## src/rtl/wb_pkg.sv

```systemverilog
// Shared types and default address map for the Wishbone decode switch family.
package wb_pkg;

  typedef enum logic [2:0] {
    IDLE,
    BUSY,
    RESP_ACK,
    RESP_ERR,
    ERR
  } wb_state_t;

  localparam int WB_ADDR_W = 32;
  localparam int WB_DATA_W = 32;

  localparam logic [31:0] RAM_BASE  = 32'h8000_0000;
  localparam logic [31:0] RAM_MASK  = 32'h8000_0000;
  localparam logic [31:0] UART_BASE = 32'h1000_0000;
  localparam logic [31:0] UART_MASK = 32'hF000_0000;

  // Index width that stays legal for a single-slave build.
  function automatic int idx_width(input int n);
    return (n > 1) ? $clog2(n) : 1;
  endfunction

endpackage

```

## src/rtl/wb_addr_decoder.sv

```systemverilog
// Combinational region decoder: reports whether an address is mapped and
// which slave owns it (lowest index wins on overlap).
module wb_addr_decoder
  import wb_pkg::*;
#(
  parameter int NUM_SLAVES = 2,
  parameter int ADDR_W     = WB_ADDR_W,
  parameter logic [NUM_SLAVES-1:0][ADDR_W-1:0] SLAVE_BASE = {UART_BASE, RAM_BASE},
  parameter logic [NUM_SLAVES-1:0][ADDR_W-1:0] SLAVE_MASK = {UART_MASK, RAM_MASK},
  localparam int IDX_W = idx_width(NUM_SLAVES)
) (
  input  logic [ADDR_W-1:0] adr,
  output logic              hit,
  output logic [IDX_W-1:0]  idx
);

  logic [NUM_SLAVES-1:0] match;

  genvar gi;
  generate
    for (gi = 0; gi < NUM_SLAVES; gi++) begin : g_match
      assign match[gi] = (adr & SLAVE_MASK[gi]) == SLAVE_BASE[gi];
    end
  endgenerate

  // Scan from the top down so the lowest matching index is the last write.
  always_comb begin
    hit = |match;
    idx = '0;
    for (int i = NUM_SLAVES - 1; i >= 0; i--) begin
      if (match[i]) idx = IDX_W'(i);
    end
  end

endmodule

```

## src/rtl/wb_decode_switch.sv

```systemverilog
// Single-master, N-slave Wishbone classic switch with registered decode,
// unmapped-address error, slave error pass-through, watchdog and abort.
module wb_decode_switch
  import wb_pkg::*;
#(
  parameter int NUM_SLAVES = 2,
  parameter int ADDR_W     = WB_ADDR_W,
  parameter int DATA_W     = WB_DATA_W,
  parameter logic [NUM_SLAVES-1:0][ADDR_W-1:0] SLAVE_BASE = {UART_BASE, RAM_BASE},
  parameter logic [NUM_SLAVES-1:0][ADDR_W-1:0] SLAVE_MASK = {UART_MASK, RAM_MASK},
  parameter logic [NUM_SLAVES-1:0] SUB_BASE = 2'b01,
  parameter int TIMEOUT_CYCLES = 255,
  localparam int SEL_W = DATA_W / 8
) (
  input  logic                         clk,
  input  logic                         reset_n,
  input  logic                         m_cyc,
  input  logic                         m_stb,
  input  logic                         m_we,
  input  logic [ADDR_W-1:0]            m_adr,
  input  logic [SEL_W-1:0]             m_sel,
  input  logic [DATA_W-1:0]            m_dat_i,
  output logic [DATA_W-1:0]            m_dat_o,
  output logic                         m_ack,
  output logic                         m_err,
  output logic [NUM_SLAVES-1:0]        s_cyc,
  output logic [NUM_SLAVES-1:0]        s_stb,
  output logic                         s_we,
  output logic [ADDR_W-1:0]            s_adr,
  output logic [SEL_W-1:0]             s_sel,
  output logic [DATA_W-1:0]            s_dat_o,
  input  logic [NUM_SLAVES*DATA_W-1:0] s_dat_i,
  input  logic [NUM_SLAVES-1:0]        s_ack,
  input  logic [NUM_SLAVES-1:0]        s_err
);

  localparam int IDX_W   = idx_width(NUM_SLAVES);
  localparam int CNT_W   = (TIMEOUT_CYCLES > 1) ? $clog2(TIMEOUT_CYCLES) : 1;
  localparam bit WDOG_EN = (TIMEOUT_CYCLES != 0);
  localparam logic [CNT_W-1:0] CNT_LAST =
      CNT_W'((TIMEOUT_CYCLES > 0) ? TIMEOUT_CYCLES - 1 : 0);

  wb_state_t          state_reg, state_next;
  logic [IDX_W-1:0]   idx_reg,   idx_next;
  logic [CNT_W-1:0]   cnt_reg,   cnt_next;
  logic [ADDR_W-1:0]  adr_reg,   adr_next;
  logic [SEL_W-1:0]   sel_reg,   sel_next;
  logic               we_reg,    we_next;
  logic [DATA_W-1:0]  wdat_reg,  wdat_next;
  logic [DATA_W-1:0]  rdat_reg,  rdat_next;

  logic                              dec_hit;
  logic [IDX_W-1:0]                  dec_idx;
  logic [NUM_SLAVES-1:0][DATA_W-1:0] s_rdat;

  assign s_rdat = s_dat_i;

  wb_addr_decoder #(
    .NUM_SLAVES (NUM_SLAVES),
    .ADDR_W     (ADDR_W),
    .SLAVE_BASE (SLAVE_BASE),
    .SLAVE_MASK (SLAVE_MASK)
  ) u_decoder (
    .adr (m_adr),
    .hit (dec_hit),
    .idx (dec_idx)
  );

  always_comb begin
    state_next = state_reg;
    idx_next   = idx_reg;
    cnt_next   = cnt_reg;
    adr_next   = adr_reg;
    sel_next   = sel_reg;
    we_next    = we_reg;
    wdat_next  = wdat_reg;
    rdat_next  = rdat_reg;

    unique case (state_reg)
      IDLE: begin
        if (m_cyc && m_stb) begin
          if (dec_hit) begin
            idx_next   = dec_idx;
            adr_next   = SUB_BASE[dec_idx] ? (m_adr - SLAVE_BASE[dec_idx]) : m_adr;
            sel_next   = m_sel;
            we_next    = m_we;
            wdat_next  = m_dat_i;
            cnt_next   = '0;
            state_next = BUSY;
          end else begin
            rdat_next  = '0;
            state_next = ERR;
          end
        end
      end
      BUSY: begin
        cnt_next = cnt_reg + CNT_W'(1);
        // Abort outranks everything; ack outranks both error sources.
        if (!m_cyc) begin
          state_next = IDLE;
        end else if (s_ack[idx_reg]) begin
          rdat_next  = s_rdat[idx_reg];
          state_next = RESP_ACK;
        end else if (s_err[idx_reg]) begin
          rdat_next  = '0;
          state_next = RESP_ERR;
        end else if (WDOG_EN && (cnt_reg == CNT_LAST)) begin
          rdat_next  = '0;
          state_next = RESP_ERR;
        end
      end
      RESP_ACK, RESP_ERR, ERR: state_next = IDLE;
      default:                 state_next = IDLE;
    endcase
  end

  always_ff @(posedge clk or negedge reset_n) begin
    if (!reset_n) begin
      state_reg <= IDLE;
      idx_reg   <= '0;
      cnt_reg   <= '0;
      adr_reg   <= '0;
      sel_reg   <= '0;
      we_reg    <= 1'b0;
      wdat_reg  <= '0;
      rdat_reg  <= '0;
    end else begin
      state_reg <= state_next;
      idx_reg   <= idx_next;
      cnt_reg   <= cnt_next;
      adr_reg   <= adr_next;
      sel_reg   <= sel_next;
      we_reg    <= we_next;
      wdat_reg  <= wdat_next;
      rdat_reg  <= rdat_next;
    end
  end

  // Strobes and responses decode straight from registered state, so an
  // asynchronous reset clears them without waiting for a clock.
  genvar gi;
  generate
    for (gi = 0; gi < NUM_SLAVES; gi++) begin : g_strobe
      assign s_cyc[gi] = (state_reg == BUSY) && (idx_reg == IDX_W'(gi));
    end
  endgenerate

  assign s_stb   = s_cyc;
  assign s_we    = we_reg;
  assign s_adr   = adr_reg;
  assign s_sel   = sel_reg;
  assign s_dat_o = wdat_reg;
  assign m_dat_o = rdat_reg;
  assign m_ack   = (state_reg == RESP_ACK);
  assign m_err   = (state_reg == RESP_ERR) || (state_reg == ERR);

endmodule
```

## config.mk

```make
export PLATFORM = sky130hd
export DESIGN_NAME = wb_decode_switch
export DESIGN_NICKNAME = d
export VERILOG_FILES = /design/src/rtl/wb_pkg.sv /design/src/rtl/wb_addr_decoder.sv /design/src/rtl/wb_decode_switch.sv
export SDC_FILE = /design/constraint.sdc
export NUM_CORES = 1
export LEC_CHECK = 0
export CORE_MARGIN = 4
export CORE_UTILIZATION = 35
export DETAILED_ROUTE_END_ITERATION = 10
export GPL_TIMING_DRIVEN = 0
export PLACE_DENSITY = 0.75
export SYNTH_ARGS = -nofsm -noshare
export SYNTH_HDL_FRONTEND = slang
export SYNTH_HIERARCHICAL = 1
export SYNTH_SLANG_ARGS = --single-unit
```

## constraint.sdc

```tcl
create_clock -name clk -period 1.65 [get_ports clk]
set_clock_uncertainty 0.15 [all_clocks]
set_input_delay 0.33 -clock clk [delete_from_list [all_inputs] [get_ports clk]]
set_output_delay 0.33 -clock clk [all_outputs]
set_load 0.1 [all_outputs]
```

Word level (Yosys, flattened, before mapping). Cells that the tools add are included.

Reduce and logical (&&, ||, !) cells: 11. Bitwise operators: 1. Div/mod/pow operators: 0. Eq/ne operators: 12. Multiply operators: 0. Multiplexer cells: 30. $add $sub $neg: 2. Shift-type cells: 0. $lt $le $gt $ge: 2.

Operators by type and width (number): 32-bit two-way mux (11); 32-bit case mux with 2 select lines (1); 32-bit subtractor (1); 3-bit two-way mux (6); 8-bit two-way mux (2); 8-bit case mux with 2 select lines (1); 8-bit by 1-bit adder with 8-bit output (second input constant) (1); 8-bit == test (second input constant) (1); 1-bit two-way mux (8); 2-bit != test (second input constant) (4); 3-bit by 2-bit == test with 1-bit output (second input constant) (2); 3-bit case mux with 2 select lines (1); 3-bit AND reduction (2); 5-bit != test (second input constant) (1); 5-bit AND reduction (1); 4-bit by 1-bit == test with 1-bit output (second input constant) (1); 1-bit by 2-bit < comparator with 1-bit output (second input constant) (2); 4-bit != test (second input constant) (1); 3-bit by 1-bit == test with 1-bit output (second input constant) (1); 3-bit == test (second input constant) (1); 1-bit logical AND (3); 3-bit zero test (1); 2-bit AND reduction (1); 2-bit nonzero test (1); other kinds (3) (3).

Input bits: 141. Memories: 0. Bits in writable memories: 0. Word-level logic and storage cells: 66. Bits in read-only memories: 0. Register bits: 113. Output and inout bits: 107. Bits in latches: 0.

Logic depth before layout (Yosys ltp).
Word-level depth: 7. Mapped depth: 7. Gate-level depth less buffers: 7.

Cells and area by module. The synthesis kept the hierarchy.

By module, submodules not included: wb_decode_switch (cells each 478, times used 1, area an instance 4914.7 sq um, sequential area each 2827.7 sq um); wb_addr_decoder (cells each 3, times used 1, area an instance 25.0 sq um, sequential area each 0.0 sq um).

Worst setup path after synthesis. Ideal clock, no wire load.

Path type: reg-to-output. From: reg state_reg[0]. To: out m_ack. Path slack: -1.570 ns. Data required time: 1.170 ns. Buffers on the path: 1. Stages on the path, launching flop included: 3. Arrival time: 2.740 ns. Path through: dfrtp_1 -> buf_2 -> nor3b_1.

Cells in the longest elaborated chain, start to end: 1.

RTL lines: start: declaration (RTL line wb_decode_switch.sv:43) `wb_state_t state_reg, state_next;`; start signal: assignment (RTL line wb_decode_switch.sv:128) `state_reg <= state_next;`; 3-bit by 2-bit == test with 1-bit output (RTL line wb_decode_switch.sv:154) `assign m_ack = (state_reg == RESP_ACK);`; end: declaration (RTL line wb_decode_switch.sv:24) `output logic m_ack,`.

Every way passes these cells.

Final worst setup path.
From: reg idx_reg. To: out s_stb[1].

Cells in the longest elaborated chain, start to end: 1.

RTL lines: start: declaration (RTL line wb_decode_switch.sv:44) `logic [IDX_W-1:0] idx_reg, idx_next;`; start signal: assignment (RTL line wb_decode_switch.sv:129) `idx_reg <= idx_next;`; 1-bit logical AND (RTL line wb_decode_switch.sv:144) `assign s_cyc[gi] = (state_reg == BUSY) && (idx_reg == IDX_W'(gi));`; end: declaration (RTL line wb_decode_switch.sv:27) `output logic [NUM_SLAVES-1:0] s_stb,`.

Every way passes these cells.

==> results.json <==
{
  "die_x_um": 127,
  "syn_area_um2": 4940,
  "crit_start": "idx_reg",
  "grt_overflow": 0,
  "clk_latency_ns": 0.40,
  "mostFrequentLayoutCell": "nand2_1",
  "crit_type": "register to output port",
  "cap_violations": 0,
  "required_ns": 1.17,
  "synth_largest_area_cell": "dfrtp_1",
  "violations": "negative setup slack",
  "power_leakage_nw": 4.24,
  "gp_congestion": 0.841,
  "dp.cells": 909,
  "yosysWarnings": 6,
  "multiInputGateArea_um2": 2000,
  "cp_top_family": "buffers and inverters",
  "nFillCells": 1081,
  "rrSetupSlack_ns": -0.28,
  "setup_slack_ns": -0.365,
  "synth-main-ff-cell": "dfrtp_1",
  "root_buffer": "clkbuf_16",
  "fin_util": 0.635,
  "syn_area_per_cell_um2": 10.3,
  "pin_count": 248,
  "grt_pass1_wl_um": 25400,
  "synth_xor_area_frac": 0.0142,
  "hp-class": "primary input to register",
  "final_hold_viol_count": 0,
  "cts_max_level": 4,
  "drt_first_pass_iters": 4,
  "viasPerCell": 4.71,
  "synth.top_cell.area_share": 0.572,
  "synth_top_family_by_area": "simple AND/OR/NAND/NOR gates",
  "vias": 4578,
  "power.total_mw": 13.8,
  "path_clk_slew_ns": 0.05,
  "synth_area_leaders": "dfrtp_1, nand2_1, mux2i_1, o2bb2ai_1, o2bb2ai_2",
  "powerDensity_nw_per_um2": 1570,
  "p_sw_mw": 6.29,
  "wl_per_cell_um": 16.6,
  "design_area_um2": 8780,
  "finalCritPeriodShare": 1.22,
  "dpl.hpwl_um": 11500,
  "cp_max_fo": 3,
  "dieHeight_um": 127,
  "tightest_slew_ns": 0.748,
  "synth.distinct_cells": 35,
  "die-area_um2": 16100,
  "slew_headroom": 0.501,
  "synth_compound_area_frac": 0.0851,
  "hold_ws_ns": 0.198,
  "rsz0062_at_grt": "true",
  "post_dp_cell_area_um2": 7730,
  "pwr-share-seq": 0.266,
  "clockBufferDepth": 2,
  "track_usage": 0.201,
  "min_period_ns": 2.01,
  "status": "finished, violations left",
  "reg2reg_depth": 8,
  "stdcell_count": 973,
  "antenna_found_initial": 0,
  "routed_wl_um": 16200,
  "async_flop_share": 1.00,
  "cp.buffers_inverters": 4,
  "drtIter0Drc": 144,
  "synth-seq-cells": 113,
  "fmax_mhz": 496,
  "synthMuxAreaShare": 0.0671,
  "pwr-share-clk": 0.285,
  "grt_pass1_vias": 4916,
  "mostFrequentLayoutCells": "nand2_1, clkdlybuf4s50_1, buf_4",
  "tns_ns": -18.85,
  "crit_chain": "buf_6 > clkbuf_16 > and3_4 > buf_12 > buf_12",
  "cp-endpoint": "s_stb[1]",
  "drc_errors": 0,
  "synth-simple-area-share": 0.212,
  "synth-edff-count": 0,
  "start_kind": "register",
  "clock-sinks": 113,
  "worst_path_max_delay_cell": "dfrtp_1",
  "hp-start": "m_adr[28]",
  "final_nets": 924,
  "n_antenna_cell": 0,
  "drv_slew": 0,
  "seq_area_frac_synth": 0.572,
  "portBuffers": 247,
  "ir_drop_v": 0.00138,
  "crit_cells": 5,
  "setup_viol": 114,
  "cts_tree": "done",
  "reg2reg_to": "m_dat_o[22]",
  "drive_above_1_share": 0.289,
  "syn-num-nets": 625,
  "start_util": 0.357,
  "place_ws_ns": -1.10,
  "fp.coreArea_um2": 13800,
  "worst_ep_arrival_time_ns": 1.53,
  "p_int_mw": 7.52,
  "seq_area_um2": 2830,
  "p_comb_frac": 0.448,
  "endpoint_kind": "output port",
  "area_delta_synth_final_pct": 77.8,
  "num_rows": 43,
  "synth_cells": 481,
  "drtAntennaViolNets": 0,
  "critPathMostFrequentCell": "buf_12",
  "r2r_start": "idx_reg",
  "yosys.area_share.adder": 0.00760,
  "slowest_delay_ns": 0.42,
  "power.share.switching": 0.455,
  "numCtsBuffers": 17,
  "grt_max_degree": 58
}
-- how the worst min path moves through the flow --
| stage | endpoint | slack [ns] | cells after the start |
|---|---|---|---|
| global placement | s_adr[17] | 0.31 | 2 |
| floorplan | cnt_reg[0] | -0.12 | 0 |
| CTS | s_adr[28] | 0.19 | 3 |
| detailed placement | m_dat_o[1] | 0.30 | 1 |
| finish | s_adr[28] | 0.20 | 3 |
| global route | s_adr[28] | 0.20 | 3 |
-- layout make-up --
type	instances	area share
buffer	28	0.0416
clock inverter	9	0.0172
multi-input combinational	336	0.227
clock buffer	23	0.0567
tap	180	0.0256
timing repair buffer	281	0.308
inverter	3	0.00128
sequential	113	0.322
-- tightest hold or removal path: stages --
cell and delay (ns):
dlygate4sd2_1 0.24, nand2_1 0.09, nand2_1 0.06
-- metal layers --
metal	vias up	routed length, um	global-route usage
li1	2199	-	-
met2	178	8340	0.355
met1	2182	6180	0.220
met4	0	208	0.0568
met3	19	1440	0.0846
met5	-	0	0
-- cell usage after synthesis (2+ instances only) --
| cell | count |
|---|---|
| and2_1 | 2 |
| and4_1 | 5 |
| buf_2 | 13 |
| buf_4 | 10 |
| buf_6 | 4 |
| clkbuf_1 | 2 |
| dfrtp_1 | 113 |
| ha_1 | 3 |
| inv_1 | 3 |
| mux2i_1 | 32 |
| nand2_1 | 209 |
| nand3_1 | 3 |
| nand4_1 | 6 |
| nor2_1 | 10 |
| nor2b_1 | 3 |
| nor3_2 | 2 |
| nor3b_1 | 2 |
| o21ai_0 | 6 |
| o2bb2ai_1 | 25 |
| o2bb2ai_2 | 7 |
| xor2_1 | 7 |
-- power groups by stage --
| stage | registers [mW] | logic, mW | clock network (mW) |
|---|---|---|---|
| finish | 3.68 | 6.19 | 3.94 |
| global route | 3.75 | 6.42 | 4.16 |
| CTS | 3.68 | 6.21 | 4.03 |
| detailed placement | 3.70 | 6.19 | 0 |
| global placement | 3.67 | 6.15 | 0 |
| floorplan | 7.35 | 0.764 | 0 |
-- timing repair --
| action | in CTS | in global routing |
|---|---|---|
| endpoints found under the hold margin | 56 | 0 |
| gates resized for setup | 718 | 13 |
| endpoints found under the setup margin | 214 | 115 |
| pin swaps | 11 | 1 |
| setup buffers | 20 | 4 |
| cloned | 9 | 0 |
| hold buffers | 1 | 0 |
-- cells by family after synthesis --
kind of cell	after synthesis
compound gates	44
xor+xnor	8
fa+ha+maj	3
buf+inv	32
flops	113
mux	33
simple gates	248
Note: power is estimated with default switching activity, not from simulation.
==> variant 1: new RTL, config.mk and constraints unchanged <==
`NUM_SLAVES` is set to 2 in 2 places; all go to 4.
--- a/src/rtl/wb_addr_decoder.sv
+++ b/src/rtl/wb_addr_decoder.sv
@@ -3,7 +3,7 @@
 module wb_addr_decoder
   import wb_pkg::*;
 #(
-  parameter int NUM_SLAVES = 2,
+  parameter int NUM_SLAVES = 4,
   parameter int ADDR_W     = WB_ADDR_W,
   parameter logic [NUM_SLAVES-1:0][ADDR_W-1:0] SLAVE_BASE = {UART_BASE, RAM_BASE},
   parameter logic [NUM_SLAVES-1:0][ADDR_W-1:0] SLAVE_MASK = {UART_MASK, RAM_MASK},
--- a/src/rtl/wb_decode_switch.sv
+++ b/src/rtl/wb_decode_switch.sv
@@ -3,7 +3,7 @@
 module wb_decode_switch
   import wb_pkg::*;
 #(
-  parameter int NUM_SLAVES = 2,
+  parameter int NUM_SLAVES = 4,
   parameter int ADDR_W     = WB_ADDR_W,
   parameter int DATA_W     = WB_DATA_W,
   parameter logic [NUM_SLAVES-1:0][ADDR_W-1:0] SLAVE_BASE = {UART_BASE, RAM_BASE},
Ports: changed (5 resized); port bits go from 248 to 320. The function was not compared with the original's and may differ.
==> variant 1 against the unedited design <==
The run still ends with negative setup slack left. Count of clock-buffer cells in the layout fell by 5. Cell area is 23% higher. Area after synthesis up 14%. Combinational power is 33% higher. Wire length rose by 29%. Sequential share of layout area shrank 5.9 points. Sequential cell count rose by 1. Largest power group unchanged. Worst setup slack worse by 0.16 ns. Critical path type unchanged. Synthesized cell count decreased by 4.2%. First-iteration DRC count rose by 31%. Die area grew 13%. Total power is 14% higher. Register-to-register slack worse by 0.22 ns.
==> variant 1: results (changes against the unedited design) <==
status finished, violations left (unchanged); most frequent cells after synthesis mux2_2 (126), dfrtp_1 (114), inv_1 (35) (was nand2_1 (209), dfrtp_1 (113), mux2i_1 (32)); Unique masters post-synth 39 (was 35); IR drop worst, VDD 1.514 mV (was 1.381 mV); pin count of the biggest net entering global routing 64 (was 58); Synth Area in XOR/XNOR 1.240% (was 1.418%); Top Family by Delay on Critical Path simple AND/OR/NAND/NOR gates (was buffers and inverters); mux share of post-synthesis cell area 27.45% (was 6.712%); Syn Nets 674 (was 625); PnR worst setup slack -0.5246 ns (was -0.3649 ns); failing checks negative setup slack (unchanged); gr usage total 22.34% (was 20.05%); vias in the first global route 5,664 (was 4,916); Seq/Total Area, Yosys 50.48% (was 57.24%); slowest stage delay, CP 0.45 ns (was 0.42 ns); nets@finish 1,045 (was 924); via count 5,131 (was 4,578); first-pass GRT wire length 31,270 um (was 25,430 um); cell leakage power 4.692 nW (was 4.238 nW); layout cells sized above 1 50.06% (was 28.88%); post-DP HPWL 15,300 um (was 11,470 um); Slew HR 51.34% (was 50.12%); gpl congestion 0.8437 (was 0.8412); Final setup viols 121 (was 114); Synth area leaders dfrtp_1 (50%), mux2_2 (25%), a22oi_1 (4.3%) (was dfrtp_1 (57%), nand2_1 (16%), mux2i_1 (6.5%))
-- variant 1: power breakdown --
group | total [W] | leakage (nW) | switching (W) | internal (W)
sequential | 0.00390 | 1.42 | 0.000441 | 0.00346
combinational | 0.00821 | 2.99 | 0.00578 | 0.00243
clock | 0.00368 | 0.276 | 0.00140 | 0.00228
-- variant 1: layer usage --
layer	track usage (%)	vias to the layer above	part of all wire [%]
met5	0	-	0
met4	7.951	0	2.3
met3	6.855	36	7.4
met2	40.02	219	52
met1	25.13	2499	38
li1	-	2377	-
-- variant 1: path summary, 6_finish.rpt --
check / from / end / slack (ns) / cells after the start
worst max-delay path: state_reg[1] / s_stb[1] / -0.52 / 5
worst min-delay path: reset_n / s_adr[3] / 0.35 / 2
worst max register to register: idx_reg[0] / m_dat_o[5] / -0.50 / 9
worst min register to register: s_dat_o[23] / s_dat_o[23] / 0.36 / 1
max in group asynchronous: reset_n / m_dat_o[14] / 0.25 / 3
min in group clk: s_dat_o[23] / s_dat_o[23] / 0.36 / 1
-- variant 1: final cells by class --
cell class | count | area, um^2 | area share [%]
buffer | 31 | 415.4 | 3.831
multi-input combinational | 280 | 3109 | 28.67
tap | 216 | 270.3 | 2.492
clock inverter | 14 | 155.1 | 1.431
clock buffer | 18 | 439.2 | 4.050
sequential | 114 | 2855 | 26.33
inverter | 35 | 131.4 | 1.211
timing repair buffer | 353 | 3468 | 31.98
-- variant 1: kinds of logic (layout without fill, tap and decap cells) --
logic type / count (synthesis) / in the layout
mux: 136 / 136
flops: 114 / 114
compound gates: 79 / 79
buf+inv: 67 / 451
simple gates: 52 / 52
xor+xnor: 8 / 8
fa+ha+maj: 4 / 4
other cells: 1 / 1
-- variant 1: repair_timing --
item,4_1_cts,5_1_grt
endpoints found under the setup margin,220,121
gates resized for setup,781,41
hold buffers,1,0
pin swaps,7,15
gates cloned,5,0
setup buffers,21,7
hold endpoints to repair,51,0
-- variant 1: per-stage QoR --
step | hold slack, ns | setup TNS [ns] | std cells | cell area (um^2) | worst slack [ns]
global route | 0.3609 | -59.28 | 1061 | 10840 | -0.5879
floorplan | -0.1156 | -37.61 | 461 | 6088 | -0.7570
CTS | 0.3551 | -51.63 | 1055 | 10670 | -0.5238
detailed placement | 0.2751 | -147.02 | 997 | 9577 | -1.179
finish | 0.3518 | -52.55 | 1061 | 10840 | -0.5246
global placement | 0.3453 | -610.06 | 996 | 9552 | -4.511
==> variant 2: new RTL, config.mk and constraints unchanged <==
Made on the original files. Encoding of `wb_state_t`: now one-hot (5 bits for 5 states).
--- a/src/rtl/wb_pkg.sv
+++ b/src/rtl/wb_pkg.sv
@@ -1,12 +1,12 @@
 // Shared types and default address map for the Wishbone decode switch family.
 package wb_pkg;
 
-  typedef enum logic [2:0] {
-    IDLE,
-    BUSY,
-    RESP_ACK,
-    RESP_ERR,
-    ERR
+  typedef enum logic [4:0] {
+    IDLE     = 5'b00001,
+    BUSY     = 5'b00010,
+    RESP_ACK = 5'b00100,
+    RESP_ERR = 5'b01000,
+    ERR      = 5'b10000
   } wb_state_t;
 
   localparam int WB_ADDR_W = 32;
Formal check against the unedited RTL: same outputs for any inputs over 4 cycles, from zero or initial values and one cycle with reset_n low; so few cycles prove little.
==> variant 2 against the unedited design <==
The flow still finishes with violations (negative setup slack). Wire length increased by 11%. Sequential cell count increased by 2. Largest power group unchanged. Area after synthesis increased by 9.1%. Count of clock-buffer cells in the layout decreased by 5. Total power decreased by 6.2%. Worst setup slack got worse by 0.17 ns. Cell area increased by 15%. Sequential power decreased by 4%. Global-route usage increased by 0.32 points.
==> variant 2: results (changes against the unedited design) <==
multi-input gate count 384 (was 336); Adder-Cell Fraction of Synth Area 0.6965% (was 0.7599%); Hold-fix buffers, CTS 2 (was 1); Signal buf overhead 36.15% (was 34.97%); mux share of post-synthesis cell area 16.25% (was 6.712%); synthesized flop and latch total 115 (was 113); Non-clk bufs 335 (was 309); worst-case reg-to-reg path depth 9 (was 8); layout cells sized above 1 41.79% (was 28.88%); routing usage on met1 24.01% (was 21.99%); filler cell count 1,187 (was 1,081); met3 Use GR 9.122% (was 8.463%); pin count of the biggest net entering global routing 68 (was 58); hold endpoint s_adr[29] (was s_adr[28]); via count 4,934 (was 4,578); gpl congestion 0.7517 (was 0.8412); nets@finish 1,002 (was 924); multi-input logic portion of the cell area 26.48% (was 22.72%); status finished, violations left (unchanged); RR Endpoint m_dat_o[16] (was m_dat_o[22]); Post-CTS Setup Inserts 39 (was 20); cell leakage power 4.827 nW (was 4.238 nW); final setup TNS -37.50 ns (was -18.85 ns); Unique masters post-synth 45 (was 35); Synth Area in Compound Gates 2.879% (was 8.511%); PnR worst setup slack -0.5312 ns (was -0.3649 ns); ClkCell Share 6.336% (was 7.393%); register area 0.002884 mm^2 (was 0.002830 mm^2); Seq/Total Area, Yosys 53.42% (was 57.24%); M1 wire length 7115 um (was 6175 um); Tap Count 188 (was 180); placed cell area 0.008314 mm^2 (was 0.007734 mm^2); failing checks negative setup slack (unchanged); gr usage total 20.37% (was 20.05%); Syn Nets 678 (was 625); # placed instances 970 (was 909); Hold Slack 0.1799 ns (was 0.1976 ns); most frequent cells after synthesis nand2_1 (218), dfrtp_1 (114), mux2i_1 (38) (was nand2_1 (209), dfrtp_1 (113), mux2i_1 (32)); post-DP HPWL 11,660 um (was 11,470 um); invs w/o clock 5 (was 3); wire per inst 16.87 um (was 16.61 um); Critical Path Fanout Max 5 (was 3); Routed met3 length 1908 um (was 1437 um); sw frac 43.84% (was 45.54%); CP Capture Type flip-flop (was output pin); Synth Area in XOR/XNOR 0.4876% (was 1.418%); area of the multi-input gates 0.002678 mm^2 (was 0.001996 mm^2); met2 Use GR 33.21% (was 35.49%); met2 wire len 8501 um (was 8336 um); Final setup viols 119 (was 114); Avg Cell Area, Syn 10.09 um^2 (was 10.27 um^2); DRT iter0 DRCs 156 (was 144); hold_sp m_adr[29] (was m_adr[28]); Synth area leaders dfrtp_1 (53%), nand2_1 (15%), mux2_4 (8.4%) (was dfrtp_1 (57%), nand2_1 (16%), mux2i_1 (6.5%)); IR drop worst, VDD 0.9997 mV (was 1.381 mV); Slew HR 68.26% (was 50.12%); non-filler cells, final 1,059 (was 973); first-pass GRT wire length 27,980 um (was 25,430 um)
## variant 2: changes by cell type after synthesis, sizes merged, moves of 4 or more
| cell | change |
|---|---|
| a21oi | +4 |
| and3 | +4 |
| and4 | -4 |
| buf | -5 |
| clkbuf | +6 |
| mux2 | +33 |
| mux2i | +6 |
| nand2 | +10 |
| nand2b | +4 |
| nand4 | -6 |
| nor2 | +25 |
| o2bb2ai | -32 |
| xor2 | -6 |
## variant 2: power groups by stage
stage	clock, W	sequential (W)	combinational (W)
final	0.00399	0.00352	0.00544
after global routing	0.00419	0.00357	0.00563
after CTS	0.00405	0.00351	0.00543
after detailed placement	0	0.00352	0.00517
after global placement	0	0.00351	0.00515
after floorplan	0	0.00658	0.000620
